<file path="src/rtl/rr_mux_arbiter.sv">
// NUM_CH-channel registered mux with valid/ready handshaking. Source is picked by round-robin or fixed select.
// Define RR_MUX_STATS_EN to add the saturating xfer_cnt output-handshake counter.
module rr_mux_arbiter #(
  parameter int NUM_CH     = 5,
  parameter int DATA_WIDTH = 3,
  parameter int SEL_W      = (NUM_CH > 2) ? $clog2(NUM_CH) : 1,
  parameter int CNT_W      = 16
) (
  input  logic                         clk,
  input  logic                         rst,
  input  logic                         mode,
  input  logic [SEL_W-1:0]             s,
  input  logic [NUM_CH-1:0]            in_valid,
  input  logic [NUM_CH*DATA_WIDTH-1:0] in_data,
  output logic [NUM_CH-1:0]            in_ready,
  output logic                         out_valid,
  output logic [DATA_WIDTH-1:0]        out_data,
  output logic [SEL_W-1:0]             out_ch,
  input  logic                         out_ready
`ifdef RR_MUX_STATS_EN
  ,
  output logic [CNT_W-1:0]             xfer_cnt
`endif
);

  localparam int              PAD_W    = 1 << SEL_W;
  localparam logic [SEL_W:0]  NUM_CH_X = (SEL_W + 1)'(NUM_CH);
  localparam logic [SEL_W-1:0] LAST_CH = SEL_W'(NUM_CH - 1);

  if (NUM_CH < 2 || CNT_W < 1) begin : g_bad_params
    $error("rr_mux_arbiter: NUM_CH must be >= 2 and CNT_W >= 1");
  end

  logic                  out_valid_q, out_valid_d;
  logic [DATA_WIDTH-1:0] out_data_q, out_data_d;
  logic [SEL_W-1:0]      out_ch_q, out_ch_d;
  logic [SEL_W-1:0]      rr_ptr_q, rr_ptr_d;

  logic [DATA_WIDTH-1:0] data_arr [NUM_CH];
  logic [SEL_W-1:0]      cand [NUM_CH];
  logic [PAD_W-1:0]      valid_pad;
  logic                  gnt_valid;
  logic [SEL_W-1:0]      gnt;
  logic                  load;

  // Zero-padded valids let any SEL_W-bit index be looked up safely (s >= NUM_CH reads 0).
  assign valid_pad = PAD_W'(in_valid);

  genvar gi;
  for (gi = 0; gi < NUM_CH; gi++) begin : g_ch
    logic [SEL_W:0] sum;
    assign data_arr[gi] = in_data[gi*DATA_WIDTH +: DATA_WIDTH];
    assign sum          = {1'b0, rr_ptr_q} + (SEL_W + 1)'(gi);
    assign cand[gi]     = (sum >= NUM_CH_X) ? SEL_W'(sum - NUM_CH_X) : sum[SEL_W-1:0];
  end

  // Round-robin: scan from the highest offset down so the lowest offset from rr_ptr wins.
  always_comb begin
    gnt_valid = 1'b0;
    gnt       = '0;
    if (mode) begin
      if (({1'b0, s} < NUM_CH_X) && valid_pad[s]) begin
        gnt_valid = 1'b1;
        gnt       = s;
      end
    end else begin
      for (int k = NUM_CH - 1; k >= 0; k--) begin
        if (valid_pad[cand[k]]) begin
          gnt_valid = 1'b1;
          gnt       = cand[k];
        end
      end
    end
  end

  assign load = !out_valid_q || out_ready;

  always_comb begin
    in_ready = '0;
    if (load && gnt_valid && !rst) begin
      in_ready = NUM_CH'(1) << gnt;
    end
  end

  always_comb begin
    out_valid_d = out_valid_q;
    out_data_d  = out_data_q;
    out_ch_d    = out_ch_q;
    rr_ptr_d    = rr_ptr_q;
    if (load) begin
      if (gnt_valid) begin
        out_valid_d = 1'b1;
        out_data_d  = data_arr[gnt];
        out_ch_d    = gnt;
        if (!mode) begin
          rr_ptr_d = (gnt == LAST_CH) ? '0 : gnt + 1'b1;
        end
      end else begin
        out_valid_d = 1'b0;
      end
    end
  end

  always_ff @(posedge clk) begin
    if (rst) begin
      out_valid_q <= 1'b0;
      out_data_q  <= '0;
      out_ch_q    <= '0;
      rr_ptr_q    <= '0;
    end else begin
      out_valid_q <= out_valid_d;
      out_data_q  <= out_data_d;
      out_ch_q    <= out_ch_d;
      rr_ptr_q    <= rr_ptr_d;
    end
  end

  assign out_valid = out_valid_q;
  assign out_data  = out_data_q;
  assign out_ch    = out_ch_q;

`ifdef RR_MUX_STATS_EN
  logic [CNT_W-1:0] xfer_cnt_q, xfer_cnt_d;

  always_comb begin
    xfer_cnt_d = xfer_cnt_q;
    if (out_valid_q && out_ready && (xfer_cnt_q != '1)) begin
      xfer_cnt_d = xfer_cnt_q + 1'b1;
    end
  end

  always_ff @(posedge clk) begin
    if (rst) begin
      xfer_cnt_q <= '0;
    end else begin
      xfer_cnt_q <= xfer_cnt_d;
    end
  end

  assign xfer_cnt = xfer_cnt_q;
`endif

endmodule

</file>
<file path="config.mk">
export PLATFORM = sky130hd
export DESIGN_NAME = rr_mux_arbiter
export DESIGN_NICKNAME = d
export VERILOG_FILES = /design/src/rtl/rr_mux_arbiter.sv
export SDC_FILE = /design/constraint.sdc
export NUM_CORES = 1
export LEC_CHECK = 0
export ABC_AREA = 0
export BUFFER_PORTS_ARGS = -buffer_cell sky130_fd_sc_hd__buf_4
export CORE_MARGIN = 4
export CORE_UTILIZATION = 40
export DETAILED_ROUTE_END_ITERATION = 10
export SETUP_SLACK_MARGIN = 0.3
export SLEW_MARGIN = 20
export SYNTH_ARGS = -nofsm -noshare
export SYNTH_HDL_FRONTEND = slang
export SYNTH_SLANG_ARGS = --single-unit
</file>
<file path="constraint.sdc">
create_clock -name clk -period 4.8 [get_ports clk]
set_input_delay 0 -clock clk [delete_from_list [all_inputs] [get_ports clk]]
set_output_delay 0 -clock clk [all_outputs]
set_load 0.01 [all_outputs]
</file>
# == Word level (Yosys, flattened, before mapping) ==
# Cells that the tools add are included.
# Widths: inputs -> output; s select.
# totals
ramBits,0
latchBits,0
reg_bits,10
n_memories,0
wordCells,76
rom_bits,0
out_inout_bits,12
in_bits,27
# classes
magnitude_cmp,13
div_mod_pow,0
reduce_logical,8
bitwise,2
muxes,37
eq_ne,1
n_shift,1
add_sub_neg,10
multipliers,0
# op_table
cell,count
$mux 3,15
$lt 3x4->1 const B,6
$bmux 1 s3,6
$ge 4x3->1 const B,4
$sub 3x3->3 const B,5
$mux 1,14
$bmux 3 s3,1
$add 3x2->4 const B,2
$mux 5,1
$shl 1x3->5 const A,1
$add 3x1->4 const B,1
$add 3x3->4 const B,1
$ge 4x4->1 const B,1
$not 3->4,1
$add 3x1->3 const B,1
$eq 3x3->1 const B,1
$ge 3x3->1 const B,1
$logic_and 1x1->1,3
$lt 3x3->1 const B,1
$reduce_and 3->1,1
$logic_not 1->1,2
$reduce_and 2->1,1
$logic_or 1x1->1,1
$not 1->1,1

# == Depth between registers and ports, before layout ==
# depth
word_depth,15
mapped_depth,16
ltp_nobuf,14

# == Worst setup path before layout ==
# Ideal clock, no wire load.
# synth_timing
path_kind,register to register
start,register rr_ptr_q[1]
end,"register out_data_q[0], in the netlist out_data[0]"
slack_ns,1.341
period_less_slack_ns,3.459
t_required_ns,4.685
n_path_buf,1
setup_time_ns,0.115
stages_incl_launch_ff,14
t_arrival_ns,3.345
cell_sequence,dfxtp_1 buf_4 inv_1 ha_1 mux4_1 mux2i_1 nor2_1 or2_4 o41a_1 a41oi_2 o21ai_2 a21boi_4 a221o_1 o21a_1
# synth_via
elab_chain_len,15
elab_cells_between_ends,46
classes_between,add/sub (9); order compare (5); mux (30); bitwise (1); reduce/logical (1)
# synth_rtl
element,line_no,text
"start, declared",37,"logic [SEL_W-1:0] rr_ptr_q, rr_ptr_d;"
"start signal, assigned",114,rr_ptr_q <= rr_ptr_d;
$add 3x3->4,53,"assign sum = {1'b0, rr_ptr_q} + (SEL_W + 1)'(gi);"
$ge 4x3->1 / $sub 3x3->3 (equally long branches),54,assign cand[gi] = (sum >= NUM_CH_X) ? SEL_W'(sum - NUM_CH_X) : sum[SEL_W-1:0];
$mux 3,54,
$bmux 1 s3,68,if (valid_pad[cand[k]]) begin
$mux 1 (implied by the code),68,
$mux 3 (5 in a row),68,
$mux 3,61,if (mode) begin
$not 3->4 (implied by the code),93,out_data_d = data_arr[gnt];
$bmux 3 s3,93,
$mux 3 (implied by the code) (2 in a row),93,
"end signal, assigned",112,out_data_q <= out_data_d;
"end, declared",35,"logic [DATA_WIDTH-1:0] out_data_q, out_data_d;"
# Parallel ways exist; a longest one is shown, timed or not. The select of a mux whose other input is x is not followed.
# A chain may end at the register's enable or synchronous reset.

# == Final worst setup path ==
# layout_timing
start,register rr_ptr_q[1]
end,output port in_ready[2]
# layout_via
elab_chain_len,14
elab_cells_between_ends,45
classes_between,add/sub (9); order compare (5); shift (1); mux (28); reduce/logical (2)
# layout_rtl
element,line_no,text
$add 3x3->4,53,
$ge 4x3->1 / $sub 3x3->3 (equally long branches),54,
$mux 3,54,
$bmux 1 s3,68,
$mux 1 (implied by the code),68,
$mux 1 (5 in a row),68,
$mux 1,61,
$logic_and 1x1->1 (2 in a row),80,if (load && gnt_valid && !rst) begin
$mux 5 *,80,
"end, declared",15,"output logic [NUM_CH-1:0] in_ready,"
# Every way passes the cells marked *; elsewhere a longest branch is shown, timed or not. The select of a mux whose other input is x is not followed.

==> summary.md <==
| Metric | Value |
|---|---|
| Number of synthesized register bits | `10` |
| Average detailed-routed wire length per instance | `~16 um` |
| Critical R2R Launch | `rr_ptr_q[1]$_SDFFE_PP0P_` |
| Inserted Clock Buffers | `3` |
| Critical path peak fanout | `14` |
| GPL Wtd Cong | `roughly 0.85` |
| Max-Cap Viols | `0` |
| Resized Gates After CTS | `0` |
| Worst setup path start | `rr_ptr_q[1]$_SDFFE_PP0P_` |
| Min Tclk post-route | `4.00 ns` |
| Wire length reported by the detailed router | `~5200 um` |
| Pre-CTS worst setup slack | `around 1.0 ns` |
| Clk Latency, worst-skew pair | `between 0.2 and 0.25 ns` |
| Number of antenna violations at the first check in global routing | `0` |
| Total of hold buffers inserted after clock tree synthesis | `0` |
| Number of remaining DRC errors | `0` |
| Slowest cell delay on critical path | `a little over 0.4 ns` |
| Number of vias per cell after detailed routing | `slightly below 6` |
| Die area | `~0.0056 mm^2` |
| Share of cells above drive strength 1 | `26.0%` |
| Chip Width | `75.0 um` |
| Post-layout total power | `1.41 mW` |
| R2r endpoint | `out_data[2]$_SDFFE_PP0P_` |
| Number of stages on the worst hold path | `2` |
| Setup violation total in the final timing report | `0` |
| Minimum setup slack in the final design | `about 0.8 ns` |
| Ordered list of cells on the worst path | `buf_4 -> inv_1 -> ha_1 -> and3b_1 -> o21a_1 -> or3b_1 -> a211oi_1 -> nor3_1 -> a41o_1 -> a31oi_4 -> nand2_2 -> nor4_1 -> buf_4` |
| Number of iterations in the first detailed-routing pass | `4` |
| First-iteration detailed-routing DRC count | `between 100 and 150` |
| Worst Setup End Kind | `output pin` |
| I/O pin total | `39` |
| Gate Count Post-Synth | `approximately 230` |
| Endpoint of the worst hold-timing path | `out_ch[0]$_SDFFE_PP0P_` |
| Synth unique cells | `67` |
| Transition time of the tightest slew-check pin | `between 0.7 and 0.8 ns` |
| Overflow left after global routing | `0` |
| Maximum buffer depth of the clock tree | `2` |
| Worst path arrival time | `4.00 ns` |
| Post-synthesis cell area | `0.00180 mm^2` |
| Hold violation total from the final report | `0` |
| Layout area overhead | `19.4%` |
| Leakage dissipation | `~0.9 nW` |
| Nets in the synthesized netlist | `approximately 270` |
| Level count of the clock H-tree | `1` |
| Post-Route Setup TNS | `0 ns` |
| Setup crit start kind | `flip-flop` |
| Syn_area_per_cell | `between 7 and 8 um^2` |
| Most frequent cells in the layout | `sky130_fd_sc_hd__buf_4 (41), sky130_fd_sc_hd__nor2_1 (25), sky130_fd_sc_hd__nand2_1 (20)` |
| Total number of placement rows | `24` |
| Via count | `~1900` |
| Nets | `a little over 300` |
| Post-route clock skew | `0.00243 ns` |
| Worst Path Required | `between 4 and 5 ns` |
| Number of enable-type register cells in the synthesized netlist | `0` |
| Clock tree from TritonCTS | `yes` |
| Final clock period utilization by the worst path | `a little over four fifths` |
| Area of the core region | `approximately 0.0044 mm^2` |
| Wire length of the first global-routing pass | `8330 um` |
| Effective utilization at floorplan | `41.3%` |
| Run status | `completed` |
| Antenna diode count | `0` |
| Clock slew at reported path FFs | `roughly 0.050 ns` |
| Critical path class | `flip-flop to output pin` |
| Pin count of the biggest net entering global routing | `27` |
| All-Layer GR Usage | `19.0%` |
| Relative slew margins | `around half` |
| Power density of the placed cells | `about 660 mW/mm^2` |
| Synthesis Warnings | `0` |
| Min-delay src | `rst` |
| Die Ht | `75.0 um` |
| Sink Count | `10` |
| Timing-limited maximum frequency | `250 MHz` |
| Cell count of the worst reg-to-reg path | `13` |
| Fillcell total | `~450` |
| Number of antenna-violating nets in the routed design | `0` |
| Vias in the first global route | `1764` |
| Post-detailed-placement half-perimeter wirelength | `a little over 4000 um` |
| Setup repair after global routing missed its margin | `false` |
| Sequential share of the synthesized area | `between 10% and 20%` |
| Hold crit path type | `primary input to flip-flop` |
| Leading cell type in the layout, fill and taps excluded | `sky130_fd_sc_hd__buf_4` |
| Final number of max-transition violations | `0` |
| Hold Worst Slack | `0.0649 ns` |
| Post CTS Setup Buffer Count | `0` |
| Clock Tree Root | `sky130_fd_sc_hd__clkbuf_8` |
| Most used DFF post-synth | `sky130_fd_sc_hd__dfxtp_1` |
| Worst IR Drop VDD | `roughly 290 uV` |
| Reg2reg setup slack | `around 1 ns` |
| Proportion of register bits with asynchronous set or reset after synthesis | `0%` |
| Master of the slowest instance on the critical path | `sky130_fd_sc_hd__a31oi_4` |
| Crit path top cell by count | `sky130_fd_sc_hd__buf_4` |
| Number of buffer cells added on primary ports | `38` |
==> sequential cells by signal, summed over array words and instances (netlist names) <==
name / cells
rr_ptr_q: 3
out_valid: 1
out_data: 3
out_ch: 3
==> synthesized netlist by cell type, types with 2 or more instances <==
library cell | n | area (um^2)
sky130_fd_sc_hd__nor2_1 | 25 | 93.8
sky130_fd_sc_hd__nand2_1 | 20 | 75.1
sky130_fd_sc_hd__a21oi_1 | 12 | 60.1
sky130_fd_sc_hd__nand3_1 | 12 | 60.1
sky130_fd_sc_hd__dfxtp_1 | 10 | 200
sky130_fd_sc_hd__o21ai_0 | 10 | 50.1
sky130_fd_sc_hd__a211oi_1 | 9 | 67.6
sky130_fd_sc_hd__ha_1 | 9 | 113
sky130_fd_sc_hd__inv_1 | 7 | 26.3
sky130_fd_sc_hd__mux2i_1 | 7 | 70.1
sky130_fd_sc_hd__xnor2_1 | 6 | 52.6
sky130_fd_sc_hd__mux2_2 | 5 | 56.3
sky130_fd_sc_hd__nand4_1 | 5 | 31.3
sky130_fd_sc_hd__nor2b_1 | 5 | 31.3
sky130_fd_sc_hd__and3_1 | 4 | 25.0
sky130_fd_sc_hd__buf_2 | 4 | 20.0
sky130_fd_sc_hd__buf_4 | 4 | 30.0
sky130_fd_sc_hd__nand2b_1 | 4 | 25.0
sky130_fd_sc_hd__nor4_1 | 4 | 25.0
sky130_fd_sc_hd__o21a_1 | 4 | 30.0
sky130_fd_sc_hd__a21o_1 | 3 | 22.5
sky130_fd_sc_hd__a221o_1 | 3 | 30.0
sky130_fd_sc_hd__a31oi_1 | 3 | 18.8
sky130_fd_sc_hd__o2111ai_1 | 3 | 26.3
sky130_fd_sc_hd__o21ai_1 | 3 | 15.0
sky130_fd_sc_hd__a2111oi_0 | 2 | 17.5
sky130_fd_sc_hd__a31o_2 | 2 | 17.5
sky130_fd_sc_hd__buf_6 | 2 | 22.5
sky130_fd_sc_hd__mux4_1 | 2 | 52.6
sky130_fd_sc_hd__nand3b_1 | 2 | 15.0
sky130_fd_sc_hd__nor3_1 | 2 | 10.0
sky130_fd_sc_hd__nor3b_1 | 2 | 15.0
sky130_fd_sc_hd__o41a_1 | 2 | 22.5
sky130_fd_sc_hd__or3b_1 | 2 | 17.5
==> per-stage QoR <==
step,utilization [%],std cells,area (um^2)
after floorplan,-,232,1800
after global placement,48.0,313,2090
after detailed placement,48.0,313,2090
after CTS,49.3,317,2140
after global routing,49.3,317,2140
final,49.3,317,2140
==> worst max-delay path, delay by kind of cell (launching register included) <==
family / cells / cell delay [ns]
adders and majority gates: 1 / 0.26
and+or+nand+nor: 5 / 1.34
DFF: 1 / 0.30
AOI/OAI and AO/OA: 4 / 1.34
buffers and inverters: 3 / 0.52
==> logic make-up (layout without fill, tap and decap cells) <==
group | after synthesis | after routing | share of synthesized area, %
AND/OR/NAND/NOR | 95 | 95 | 28.1
AO/OA/AOI/OAI | 76 | 76 | 33.1
buffers and inverters | 20 | 53 | 6.13
multiplexers | 15 | 15 | 11.2
adder cells (fa/ha/maj) | 10 | 10 | 7.38
flip-flops | 10 | 10 | 11.1
XOR/XNOR | 6 | 6 | 2.92
==> worst max-delay path by stage <==
stage,endpoint,cells past startpoint,slack (ns)
floorplan,out_data[0]$_SDFFE_PP0P_,13,1.34
global placement,out_data[1]$_SDFFE_PP0P_,10,1.05
detailed placement,out_data[2]$_SDFFE_PP0P_,13,1.03
CTS,in_ready[2],13,0.83
global route,in_ready[3],10,0.54
finish,in_ready[2],13,0.80
==> routing by layer <==
metal / track usage [%] / up-vias / share of wire, %
li1: - / 954 / -
met2: 30.7 / 53 / 48
met5: 0 / - / 0
met4: 7.11 / 0 / 2.4
met3: 0.935 / 13 / 3.7
met1: 26.6 / 866 / 46
==> report_power, final <==
group | leakage, nW | internal, mW | total (mW) | switching [mW]
Clock | 0.0288 | 0.0721 | 0.106 | 0.0337
Combinational | 0.787 | 0.496 | 1.17 | 0.673
Sequential | 0.0826 | 0.117 | 0.137 | 0.0202
Total | 0.898 | 0.685 | 1.41 | 0.727
==> final cells by class <==
class	count	area, um^2	area share, %
flip-flops and latches	10	200	9.33
repair buffers	41	308	14.4
clock buffers	4	55.1	2.57
multi-input cells	202	1490	69.3
well taps	52	65.1	3.03
inverters	8	30.0	1.40
No activity file was read; power rests on OpenSTA's default activity.
